==> src/rtl/cic_pkg.sv <==
// cic_pkg: shared CIC sizing helpers for decimator and interpolator
package cic_pkg;
  function automatic int cic_growth_bits(input int r, input int m, input int n, input bit interp);
    longint g;
    g = 1;
    for (int k = 0; k < n; k++) g = g * longint'(r * m);
    if (interp) g = g / longint'(r);
    return interp ? $clog2(g) + n : $clog2(g);
  endfunction
endpackage

==> src/rtl/cic_comb_stage.sv <==
// cic_comb_stage: one registered comb y <= x - x(M accepts ago), advancing on en_i
module cic_comb_stage #(
  parameter int W = 20,
  parameter int M = 1
) (
  input  logic                clk,
  input  logic                rst,
  input  logic                en_i,
  input  logic signed [W-1:0] x_i,
  output logic signed [W-1:0] y_o
);
  logic signed [W-1:0] dly_q [M];
  logic signed [W-1:0] y_q, y_d;
  assign y_d = x_i - dly_q[M-1];
  assign y_o = y_q;
  // difference register and M-deep delay line both advance only on an accepted input
  always_ff @(posedge clk or negedge rst)
    if (!rst) begin
      y_q   <= '0;
      dly_q <= '{default: '0};
    end else if (en_i) begin
      y_q      <= y_d;
      dly_q[0] <= x_i;
      for (int k = 1; k < M; k++) dly_q[k] <= dly_q[k-1];
    end
endmodule

==> src/rtl/cic_interpolator.sv <==
// cic_interpolator: N-stage CIC interpolator by R with valid/ready on both sides
module cic_interpolator
  import cic_pkg::*;
#(
  parameter int InputLengthBits     = 12,
  parameter int InterpolationFactor = 5,
  parameter int DelayLength         = 1,
  parameter int FilterOrder         = 3,
  parameter int InternalLengthBits  = 20,
  parameter int OutputLengthBits    = 24
) (
  input  logic                               clk,
  input  logic                               rst,
  input  logic signed [InputLengthBits-1:0]  in,
  input  logic                               in_valid,
  output logic                               in_ready,
  output logic signed [OutputLengthBits-1:0] out,
  output logic                               out_valid,
  input  logic                               out_ready
);
  localparam int IW = InternalLengthBits;
  localparam int N  = FilterOrder;
  localparam int PW = $clog2(InterpolationFactor);

  if (InterpolationFactor < 2 || (DelayLength != 1 && DelayLength != 2)) begin : g_bad_param
    $error("cic_interpolator: R must be >= 2 and M must be 1 or 2");
  end
  if (IW < InputLengthBits + cic_growth_bits(InterpolationFactor, DelayLength, N, 1'b1)) begin : g_bad_width
    $error("cic_interpolator: InternalLengthBits too small for bit growth");
  end
  if (OutputLengthBits < IW) begin : g_bad_out
    $error("cic_interpolator: OutputLengthBits must be >= InternalLengthBits");
  end

  logic [PW-1:0]       p_q, p_d;
  logic                out_valid_q, out_valid_d, step, accept;
  logic signed [IW-1:0] c [N+1];
  logic signed [IW-1:0] i_q [N];
  logic signed [IW-1:0] i_d [N];
  logic signed [IW-1:0] u;

  assign c[0]      = IW'(in);
  assign in_ready  = rst && p_q == '0 && (!out_valid_q || out_ready);
  assign out_valid = out_valid_q;
  assign out       = OutputLengthBits'(i_q[N-1]);

  for (genvar k = 0; k < N; k++) begin : g_comb
    cic_comb_stage #(.W(IW), .M(DelayLength)) u_comb (
      .clk  (clk),
      .rst  (rst),
      .en_i (accept),
      .x_i  (c[k]),
      .y_o  (c[k+1])
    );
  end

  // step/accept decode, phase advance, zero-stuffing upsampler and integrator next state
  always_comb begin
    step        = (!out_valid_q || out_ready) && (p_q != '0 || in_valid);
    accept      = step && p_q == '0;
    p_d         = p_q == PW'(InterpolationFactor - 1) ? '0 : p_q + PW'(1);
    out_valid_d = step ? 1'b1 : out_ready ? 1'b0 : out_valid_q;
    u           = p_q == '0 ? c[N] : '0;
    i_d[0]      = i_q[0] + u;
    for (int k = 1; k < N; k++) i_d[k] = i_q[k] + i_q[k-1];
  end

  // output-rate state: integrators and phase move on step, out_valid tracks the handshake
  always_ff @(posedge clk or negedge rst)
    if (!rst) begin
      p_q         <= '0;
      out_valid_q <= 1'b0;
      i_q         <= '{default: '0};
    end else begin
      out_valid_q <= out_valid_d;
      if (step) begin
        p_q <= p_d;
        i_q <= i_d;
      end
    end
endmodule

==> config.mk <==
export PLATFORM = sky130hd
export DESIGN_NAME = cic_interpolator
export DESIGN_NICKNAME = d
export VERILOG_FILES = /design/src/rtl/cic_pkg.sv /design/src/rtl/cic_comb_stage.sv /design/src/rtl/cic_interpolator.sv
export SDC_FILE = /design/constraint.sdc
export NUM_CORES = 1
export LEC_CHECK = 0
export CORE_UTILIZATION = 45
export CTS_BUF_LIST = sky130_fd_sc_hd__clkbuf_8
export CTS_CLUSTER_DIAMETER = 60
export DETAILED_ROUTE_END_ITERATION = 10
export HOLD_SLACK_MARGIN = 0.06
export PLACE_DENSITY = 0.59
export RECOVER_POWER = 50
export SLEW_MARGIN = 40
export SYNTH_ARGS = -nofsm -noshare
export SYNTH_HDL_FRONTEND = slang
export SYNTH_SLANG_ARGS = --single-unit
==> constraint.sdc <==
create_clock -name clk -period 3.7 [get_ports clk]
set_input_delay 0.555 -clock clk [delete_from_list [all_inputs] [get_ports clk]]
set_output_delay 0.555 -clock clk [all_outputs]
set_load 0.01 [all_outputs]
==> results of run 1 <==
## cell type report
class,instances,share of cell area (%)
flip-flops and latches,162,33.4
clock buffers,18,2.04
inverters,70,2.17
well taps,324,3.34
multi-input cells,968,53.1
repair buffers,56,4.44
clock inverters,14,1.54
## worst min-delay path by stage
| stage | from | end | slack (ns) |
|---|---|---|---|
| finish | g_comb[2].u_comb.y_o[7] | g_comb[2].u_comb.y_o[7] | 0.47 |
| global route | rst | i_q[42] | 0.50 |
| CTS | rst | i_q[42] | 0.48 |
| detailed placement | rst | i_q[42] | 0.43 |
| global placement | rst | i_q[42] | 0.43 |
| floorplan | rst | g_comb[0].u_comb.dly_q[0] | 0.26 |
## Yosys cell counts, drive strengths merged (25+ instances only)
cell type,n,area [µm²]
o21a,32,240
buf,35,234
dfrtp,162,4050
a21oi,66,330
clkbuf,32,120
xor2,31,272
ha,103,1290
nor2,53,199
xnor2,25,219
a21o,39,293
o21ai,153,766
inv,70,263
nand2,186,698
## state kept, by name, summed over array words and instances, names as in the netlist
register	cells
g_comb.u_comb.dly_q	45
g_comb.u_comb.y_o	53
i_q	40
out	20
out_valid	1
p_q	3
## worst max-delay path, cell delays in order, from the launching register on
cell and delay, ns:
sky130_fd_sc_hd__dfrtp_1 0.38, sky130_fd_sc_hd__inv_1 0.06, sky130_fd_sc_hd__ha_1 0.23, sky130_fd_sc_hd__nor2b_2 0.20, sky130_fd_sc_hd__and2_1 0.16, sky130_fd_sc_hd__ha_1 0.21, sky130_fd_sc_hd__fa_1 0.43, sky130_fd_sc_hd__a211oi_1 0.23
sky130_fd_sc_hd__nor2_1 0.15, sky130_fd_sc_hd__o211ai_1 0.30, sky130_fd_sc_hd__a31oi_1 0.19, sky130_fd_sc_hd__o41ai_1 0.37, sky130_fd_sc_hd__mux2i_1 0.23, sky130_fd_sc_hd__o211ai_1 0.10
## power groups by stage
stage | registers (mW) | logic, mW | clock network [mW]
finish | 3.18 | 7.40 | 1.45
global route | 3.30 | 8.43 | 1.58
CTS | 3.19 | 7.44 | 1.50
detailed placement | 3.23 | 7.40 | 0
global placement | 3.21 | 7.31 | 0
floorplan | 3.05 | 6.07 | 0
## cell usage in the layout, fill, tap and decap left out, types with 7 or more instances in the layout
cell,n
sky130_fd_sc_hd__nand2_1,185
sky130_fd_sc_hd__dfrtp_1,162
sky130_fd_sc_hd__o21ai_0,148
sky130_fd_sc_hd__ha_1,103
sky130_fd_sc_hd__inv_1,72
sky130_fd_sc_hd__a21oi_1,66
sky130_fd_sc_hd__nor2_1,53
sky130_fd_sc_hd__a21o_1,39
sky130_fd_sc_hd__o21a_1,32
sky130_fd_sc_hd__xor2_1,31
sky130_fd_sc_hd__clkdlybuf4s50_1,30
sky130_fd_sc_hd__xnor2_1,25
sky130_fd_sc_hd__and2_1,23
sky130_fd_sc_hd__a211oi_1,23
sky130_fd_sc_hd__nor3_1,22
sky130_fd_sc_hd__nand3_1,22
sky130_fd_sc_hd__o31ai_1,19
sky130_fd_sc_hd__clkbuf_8,18
sky130_fd_sc_hd__nand2b_1,15
sky130_fd_sc_hd__nor2b_1,12
sky130_fd_sc_hd__dlygate4sd3_1,11
sky130_fd_sc_hd__buf_4,11
sky130_fd_sc_hd__o211ai_1,10
sky130_fd_sc_hd__and3_1,9
sky130_fd_sc_hd__nand4_1,8
sky130_fd_sc_hd__or4_1,7
## logic make-up (layout without fill, tap and decap cells)
family,count (synthesis),in the layout,share of synthesized area (%)
AOI/OAI and AO/OA,411,411,23.8
and+or+nand+nor,385,385,16.2
DFF,162,162,36.5
buffers and inverters,138,158,5.64
xor gates and xnor gates,56,56,4.42
muxes,7,7,0.677
adders and majority gates,109,109,12.7
## per-stage QoR
stage	cells	total power, mW	utilization [%]
final	1612	12.0	50.0
after global routing	1612	13.3	50.0
after CTS	1611	12.1	50.0
after detailed placement	1578	10.6	48.2
after global placement	1578	10.5	48.2
after floorplan	1268	9.12	-
## timing repair
action / 4_1_cts / 5_1_grt
hold endpoints to repair: 22 / 0
setup endpoints to repair: 0 / 2
hold buffers: 1 / 0
gates resized for setup: 0 / 1
## layer usage
layer,routed length [µm],up-vias
met2,10800,99
li1,-,4538
met4,350,0
met5,0,-
met3,520,21
met1,10000,3927
==> flow_summary.yaml, run 1 <==
logic_synthesis:
  netlist-cell-type-count: 70
  netlist_instances: 1268
  post_synth.cell_area_avg_um2: 8.75
  number_of_enable_flip_flop_cells_after_synthesis: 0
  synth.net_count: 1393
  synth_ff_type: "sky130_fd_sc_hd__dfrtp_1"
  synth-seq-area-share_pct: 36.5
  synth_seq_cells: 162
  yosys_warnings: 0
  synthesis.area_um2: 11100
  asyncSetResetFlopFracSynth_pct: 100
critical_path:
  r2r_slack_ns: 0.32
  ff2ff_path_depth: 13
  crit-reg2reg-launch: "p_q[0]"
  timing.critical_path.to: "i_q[56]"
  required_arrival_time_at_the_worst_endpoint_ns: 4.02
  criticalPathCategory: "flop to flop"
  setup.worst_path.end_class: "flop"
  worstSetupStartpointType: "flop"
  cp_max_fo: 8
  worst_ep_arrival_time_ns: 3.70
  critPathLaunch: "p_q[0]"
  r2r-end: "i_q[56]"
layout:
  syn_to_final_growth_pct: 9.40
  drive_above_1_share_pct: 5.12
  multiInputGateArea_um2: 6440
  final_nets: 1400
  n_antenna_cell: 0
  fillers: 2326
  fin_area_um2: 12100
  seq_area_um2: 4050
sta:
  worst_clock_skew_ns: 0.0194
  worst-slew-pin-transition_ns: 2.32
  fin_crit_sh_pct: 91.4
  rsz0062_at_grt: "false"
  layout_min_cycle_time_ns: 3.38
  fmaxAchievable_mhz: 296
  setup_total_negative_slack_ns: 0
  final-hold-violation-count: 0
  max-slew-margin-rel_pct: -54.5
  number_of_failing_setup_endpoints_in_the_final_timing_report: 0
  timing.hold.ws_ns: 0.473
  final-max-slew-violation-count: 40
  post-route-worst-setup-slack_ns: 0.318
global_route:
  grt_first_pass_wirelength_um: 37900
  vias_in_the_first_global_route: 8396
  busiest_layer: "met2"
  globalRouteTotalUtil_pct: 18.0
  number_of_antenna_violations_at_the_first_check_in_global_routing: 0
  groute.layer.met3.usage_pct: 3.15
  gr-total-overflow: 0
  met2_demand_to_capacity_share_in_global_routing_pct: 33.0
  grt_max_degree: 141
  grt_util_met1_pct: 21.2
hold_path:
  holdCritPathClass: "flop to flop"
  min_delay_path_depth: 2
die:
  area_of_the_die_um2: 25300
  rows: 57
  initial_core_util_pct: 45.7
  die-height_um: 159
  floorplan.io_pins: 42
  coreArea_um2: 24200
  die_x_um: 159
outcome:
  violations: "capacitance limit, slew limit"
  status: "finished with violations"
drt:
  detail_route.iter0.violations: 525
  vias: 8585
  detail_route.vias_per_cell: 5.33
  drtPass1Iterations: 5
  drtAntennaViolNets: 0
  wl_um: 21700
  wl_per_cell_um: 13.5
  drt_drc_violations_left: 0
place:
  detailed_place.area_um2: 11700
  globalplace.congestion: 0.865
  io_buffers: 41
  detailedPlace.worstSlack_ns: 0.304
  dp_hpwl_um: 15800
cts:
  h-tree-depth: 4
  cts_inserted_buffers: 17
  setup_fix_bufs_post_cts: 0
  tritoncts: "built"
  clkSlewWorstSetupHoldPaths_ns: 0.09
  clk_root_buffer_cell: "sky130_fd_sc_hd__clkbuf_8"
  worst_skew_late_latency_ns: 0.47
  cts-root-to-sink-buffers: 2
  tritoncts_num_sinks: 162
pwr:
  pwr-share-seq_pct: 26.5
  power.switching_mw: 5.39
  worst_supply_voltage_drop_on_vdd_mv: 0.364
  internal-power_mw: 6.63
  p_per_area_nw_per_um2: 991
  power.share.clock_pct: 12.0
  switching_share_pct: 44.8
  power.leakage_nw: 5.64
  gate_power_share_pct: 61.5
run:
  timing.max_cap.violations: 1
Note: power is estimated with default switching activity, not from simulation.
==> run 2, diff against run 1 <==
CORE_UTILIZATION = 47   (was 45)
PLACE_DENSITY = 0.61   (was 0.59)
==> run 2 against run 1 <==
  * The flow still finishes with violations (capacitance limit, slew limit)
  * Final area hardly changed
  * Clock power barely moved
  * Utilization increased by 2.9 points
  * Sequential share of layout area barely moved
  * Critical path type unchanged
  * Largest power group unchanged
  * Highest routed layer unchanged
==> flow_summary.yaml, run 2 (synthesis results as in run 1) <==
global_route:
  busiest_layer: "met2"
  vias_in_the_first_global_route: 8218
  globalRouteTotalUtil_pct: 18.8
  grt_first_pass_wirelength_um: 37400
  grt_max_degree: 137
  gr-total-overflow: 0
  groute.layer.met3.usage_pct: 2.75
  met2_demand_to_capacity_share_in_global_routing_pct: 33.7
  grt_util_met1_pct: 22.8
  number_of_antenna_violations_at_the_first_check_in_global_routing: 0
pwr:
  power.leakage_nw: 5.63
  worst_supply_voltage_drop_on_vdd_mv: 0.423
  p_per_area_nw_per_um2: 990
critical_path:
  r2r-end: "i_q[59]"
  worst_ep_arrival_time_ns: 3.75
  criticalPathCategory: "flop to flop"
  setup.worst_path.end_class: "flop"
  r2r_slack_ns: 0.34
  cp_max_fo: 8
  critical-path-slowest-cell: "sky130_fd_sc_hd__dfrtp_1"
  timing.critical_path.buf_inv: 1
  crit-reg2reg-launch: "p_q[0]"
  ff2ff_path_depth: 12
  required_arrival_time_at_the_worst_endpoint_ns: 4.09
  cp.depth: 12
  dominant_delay_contributor_by_cell_family_on_the_critical_path: "compound AO/OA/AOI/OAI gates"
  worstSetupStartpointType: "flop"
  timing.critical_path.mode_cell: "sky130_fd_sc_hd__ha_1"
  critPathMaxStageDelay_ns: 0.41
  critPathLaunch: "p_q[0]"
  timing.critical_path.to: "i_q[59]"
  crit_path_cell_trace: "inv_1 > ha_1 > nor2b_1 > and2_1 > ha_1 > a211oi_1 > o21bai_1 > o2111ai_1 > o21ai_1 > a221oi_1 > mux2i_1 > xnor2_1"
die:
  coreArea_um2: 22900
  area_of_the_die_um2: 24200
  initial_core_util_pct: 48.4
  die-height_um: 156
  die_x_um: 156
  rows: 55
  floorplan.io_pins: 42
layout:
  fillers: 2157
  largest_register_ffs: 53
  final_common_cell: "sky130_fd_sc_hd__nand2_1"
  final_core_utilization_pct: 52.9
  final_nets: 1399
  drive_above_1_share_pct: 5.06
  syn_to_final_growth_pct: 9.32
  final_cell_mix: "185 x sky130_fd_sc_hd__nand2_1, 162 x sky130_fd_sc_hd__dfrtp_1, 148 x sky130_fd_sc_hd__o21ai_0"
  n_antenna_cell: 0
drt:
  wl_um: 21300
  drtPass1Iterations: 8
  drtAntennaViolNets: 0
  detail_route.iter0.violations: 334
  vias: 8597
  drt_drc_violations_left: 0
  detail_route.vias_per_cell: 5.38
  wl_per_cell_um: 13.4
sta:
  fin_crit_sh_pct: 90.7
  worst-slew-pin-transition_ns: 2.03
  timing.hold.ws_ns: 0.473
  max-slew-margin-rel_pct: -35.4
  final-max-slew-violation-count: 41
  number_of_failing_setup_endpoints_in_the_final_timing_report: 0
  layout_min_cycle_time_ns: 3.36
  rsz0062_at_grt: "false"
  final-hold-violation-count: 0
  post-route-worst-setup-slack_ns: 0.343
  fmaxAchievable_mhz: 298
  worst_clock_skew_ns: 0.0171
  setup_total_negative_slack_ns: 0
cts:
  h-tree-depth: 4
  tritoncts_num_sinks: 162
  tritoncts: "built"
  cts_inserted_buffers: 17
  clk_root_buffer_cell: "sky130_fd_sc_hd__clkbuf_8"
  cts-root-to-sink-buffers: 2
  clkSlewWorstSetupHoldPaths_ns: 0.08
  worst_skew_late_latency_ns: 0.47
  setup_fix_bufs_post_cts: 0
place:
  io_buffers: 41
  detailedPlace.worstSlack_ns: 0.347
  dp_hpwl_um: 15600
  globalplace.congestion: 0.884
run:
  timing.max_cap.violations: 1
outcome:
  status: "finished with violations"
  violations: "capacitance limit, slew limit"
hold_path:
  holdCritPathClass: "flop to flop"
## run 2: changes by cell type in the layout (fill, tap and decap cells not counted), sizes merged
cell,previous run,this run
clkbuf,20,19
clkdlybuf4s25,0,1
clkdlybuf4s50,30,28
clkinv,6,5
dlygate4sd3,11,13
inv,74,72
## run 2: where the power goes
group          internal (mW)  leakage, nW  switching, mW  total, mW
logic                   3.27         3.40           4.11       7.37
registers               2.60         2.01          0.567       3.17
clock network          0.772        0.223          0.692       1.46
## run 2: what timing repair did
action	4_1_cts	5_1_grt
hold endpoints to repair	26	0
resized for setup	0	0
hold buffers	1	0
## run 2: metal layers
| metal | vias to the layer above | wire length, µm |
|---|---|---|
| met2 | 100 | 10500 |
| li1 | 4532 | - |
| met5 | - | 0 |
| met4 | 0 | 490 |
| met1 | 3941 | 9990 |
| met3 | 24 | 386 |
## run 2: tightest hold or removal path, stage by stage (launching register included)
cell and delay, ns:
sky130_fd_sc_hd__dfrtp_1 0.34, sky130_fd_sc_hd__nand2_1 0.04, sky130_fd_sc_hd__o21ai_0 0.06
## run 2: area by class of cell
cell class                      instances  area [µm²]  share of cell area, %
Clock inverter                         11         178                   1.47
Timing Repair Buffer                   55         542                   4.47
Clock buffer                           19         262                   2.16
Multi-Input combinational cell        968        6440                   53.1
Sequential cell                       162        4050                   33.4
Inverter                               70         263                   2.17
Tap cell                              313         392                   3.23
## run 2: worst min-delay path by stage
| stage | from | depth (start not counted) | endpoint | slack [ns] |
|---|---|---|---|---|
| floorplan | rst | 0 | g_comb[0].u_comb.dly_q[0] | 0.26 |
| global placement | rst | 1 | i_q[40] | 0.44 |
| detailed placement | rst | 1 | i_q[40] | 0.44 |
| CTS | g_comb[2].u_comb.y_o[9] | 2 | g_comb[2].u_comb.y_o[9] | 0.48 |
| global route | g_comb[2].u_comb.y_o[5] | 1 | g_comb[2].u_comb.y_o[5] | 0.50 |
| finish | g_comb[2].u_comb.y_o[7] | 2 | g_comb[2].u_comb.y_o[7] | 0.47 |
## run 2: through the flow
step,std cells,instance area (µm²),power (mW)
floorplan,1268,11100,9.12
global placement,1566,11700,10.5
detailed placement,1566,11700,10.6
CTS,1597,12100,12.1
global route,1598,12100,13.3
finish,1598,12100,12.0
==> run 3, diff against run 2 <==
CORE_UTILIZATION = 40   (was 47)
PLACE_DENSITY = 0.53   (was 0.61)
SLEW_MARGIN = default   (was 40)
==> run 3 against run 2 <==
  * The run still ends with capacitance limit, slew limit left
  * Sequential power hardly changed
  * Combinational power hardly changed
  * Clock skew up 0.0022 ns
  * Total power shrank 0.30%
  * Clock power shrank 4%
  * Register-to-register slack better by 0.05 ns
  * Die area up 17%
  * First-iteration DRC count is 18% higher
  * Cell count up 3.4%
  * Setup slack improved by 0.051 ns
  * Via count decreased by 0.50%
  * Clock-buffer cell count fell by 1
  * Critical path type unchanged
  * Critical endpoint is now i_q[56]
  * Highest routed layer unchanged
==> flow_summary.yaml, run 3 (synthesis results as in run 1) <==
pwr:
  power.share.clock_pct: 11.7
  internal-power_mw: 6.55
  pwr-share-seq_pct: 26.5
  p_per_area_nw_per_um2: 987
  power.leakage_nw: 5.59
  gate_power_share_pct: 61.8
  switching_share_pct: 45.3
  pnr_total_power_mw: 12.0
  power.switching_mw: 5.42
  worst_supply_voltage_drop_on_vdd_mv: 0.258
cts:
  tritoncts: "built"
  cts-root-to-sink-buffers: 2
  clkSlewWorstSetupHoldPaths_ns: 0.09
  tritoncts_num_sinks: 162
  worst_skew_late_latency_ns: 0.46
  cts_inserted_buffers: 17
  clk_root_buffer_cell: "sky130_fd_sc_hd__clkbuf_8"
  h-tree-depth: 4
place:
  io_buffers: 41
  detailed_place.area_um2: 11700
  globalplace.congestion: 0.893
  dp_hpwl_um: 16100
drt:
  drtPass1Iterations: 4
  wl_um: 22300
  drtAntennaViolNets: 0
  vias: 8554
  detail_route.vias_per_cell: 5.17
  detail_route.iter0.violations: 395
  wl_per_cell_um: 13.5
  drt_drc_violations_left: 0
layout:
  final_nets: 1395
  final_core_utilization_pct: 44.7
  drive_above_1_share_pct: 4.68
  syn_to_final_growth_pct: 9.32
  final_common_cell: "sky130_fd_sc_hd__nand2_1"
  largest_register_ffs: 53
  n_antenna_cell: 0
  fin_area_um2: 12100
  fillers: 2677
  final_cell_mix: "185 x sky130_fd_sc_hd__nand2_1, 162 x sky130_fd_sc_hd__dfrtp_1, 148 x sky130_fd_sc_hd__o21ai_0"
global_route:
  busiest_layer: "met2"
  grt_first_pass_wirelength_um: 38800
  vias_in_the_first_global_route: 8432
  grt_max_degree: 135
  groute.layer.met3.usage_pct: 2.36
  gr-total-overflow: 0
  grt_util_met1_pct: 20.0
  number_of_antenna_violations_at_the_first_check_in_global_routing: 0
  met2_demand_to_capacity_share_in_global_routing_pct: 29.7
  globalRouteTotalUtil_pct: 16.6
hold_path:
  min_from: "g_comb[2].u_comb.y_o[9]"
  holdCritPathClass: "flop to flop"
sta:
  worst_clock_skew_ns: 0.0193
  fmaxAchievable_mhz: 302
  worst-slew-pin-transition_ns: 1.92
  final-max-slew-violation-count: 135
  number_of_failing_setup_endpoints_in_the_final_timing_report: 0
  fin_crit_sh_pct: 89.4
  setup_total_negative_slack_ns: 0
  max-slew-margin-rel_pct: -28.1
  rsz0062_at_grt: "false"
  layout_min_cycle_time_ns: 3.31
  final-hold-violation-count: 0
outcome:
  violations: "capacitance limit, slew limit"
  status: "finished with violations"
critical_path:
  setup.worst_path.end_class: "flop"
  worstSetupStartpointType: "flop"
  crit-reg2reg-launch: "p_q[0]"
  criticalPathCategory: "flop to flop"
  cp_max_fo: 8
  critPathLaunch: "p_q[0]"
  required_arrival_time_at_the_worst_endpoint_ns: 4.03
  worst_ep_arrival_time_ns: 3.63
die:
  coreArea_um2: 27100
  die_x_um: 169
  area_of_the_die_um2: 28400
  initial_core_util_pct: 40.9
  die-height_um: 169
  rows: 60
  floorplan.io_pins: 42
run:
  timing.max_cap.violations: 1
==> run 3: layout make-up <==
cell class                 count  area, µm²  share of cell area, %
inverter                      70        263                   2.17
clock buffer                  18        248                   2.04
clock inverter                12        160                   1.32
timing repair buffer          51        502                   4.14
multi-input combinational    968       6430                   53.1
tap                          372        465                   3.84
sequential                   162       4050                   33.4
==> run 3: worst max-delay path, cell delays in order (launching register included) <==
cell and delay [ns]:
sky130_fd_sc_hd__dfrtp_1 0.38, sky130_fd_sc_hd__inv_1 0.06, sky130_fd_sc_hd__ha_1 0.23, sky130_fd_sc_hd__nor2b_2 0.20, sky130_fd_sc_hd__and2_1 0.16, sky130_fd_sc_hd__ha_1 0.21
sky130_fd_sc_hd__fa_1 0.43, sky130_fd_sc_hd__a211oi_1 0.23, sky130_fd_sc_hd__nor2_1 0.14, sky130_fd_sc_hd__o211ai_1 0.27, sky130_fd_sc_hd__a31oi_1 0.19, sky130_fd_sc_hd__o41ai_1 0.34
sky130_fd_sc_hd__mux2i_1 0.23, sky130_fd_sc_hd__o211ai_1 0.10
==> run 3: what timing repair did <==
action                                  in CTS  in global routing
hold buffers                                 1                  0
gates resized for setup                      0                  1
hold endpoints to repair                    28                  0
endpoints found under the setup margin       0                  1
setup buffers                                0                  0
==> run 3: through the flow <==
step / cells / setup slack, ns / hold slack, ns
after floorplan: 1268 / 0.572 / 0.259
after global placement: 1622 / 0.381 / 0.453
after detailed placement: 1622 / 0.295 / 0.456
after CTS: 1653 / 0.254 / 0.482
after global routing: 1653 / 0.121 / 0.504
final: 1653 / 0.394 / 0.474
==> run 3: per-layer routing <==
metal  share of wire (%)  up-vias
met5                   0        -
met4                 2.6        0
met2                  48       86
li1                    -     4519
met1                  47     3917
met3                 1.9       32
==> run 3: path summary, 6_finish.rpt <==
check | end | cells past startpoint | slack [ns]
max | i_q[56] | 13 | 0.39
max in group asynchronous | g_comb[0].u_comb.dly_q[8] | 3 | 0.91
min in group asynchronous | i_q[25] | 2 | 0.52
max reg2reg | i_q[56] | 13 | 0.39
min | g_comb[2].u_comb.y_o[9] | 2 | 0.47
min reg2reg | g_comb[2].u_comb.y_o[9] | 2 | 0.47
==> run 3: power by group through the flow <==
stage          logic [mW]  clock network [mW]  registers, mW
3_5_place_dp         7.40                   0           3.24
3_3_place_gp         7.33                   0           3.22
4_1_cts              7.44                1.46           3.19
5_1_grt              8.45                1.53           3.31
6_report             7.40                1.40           3.18
2_1_floorplan        6.07                   0           3.05
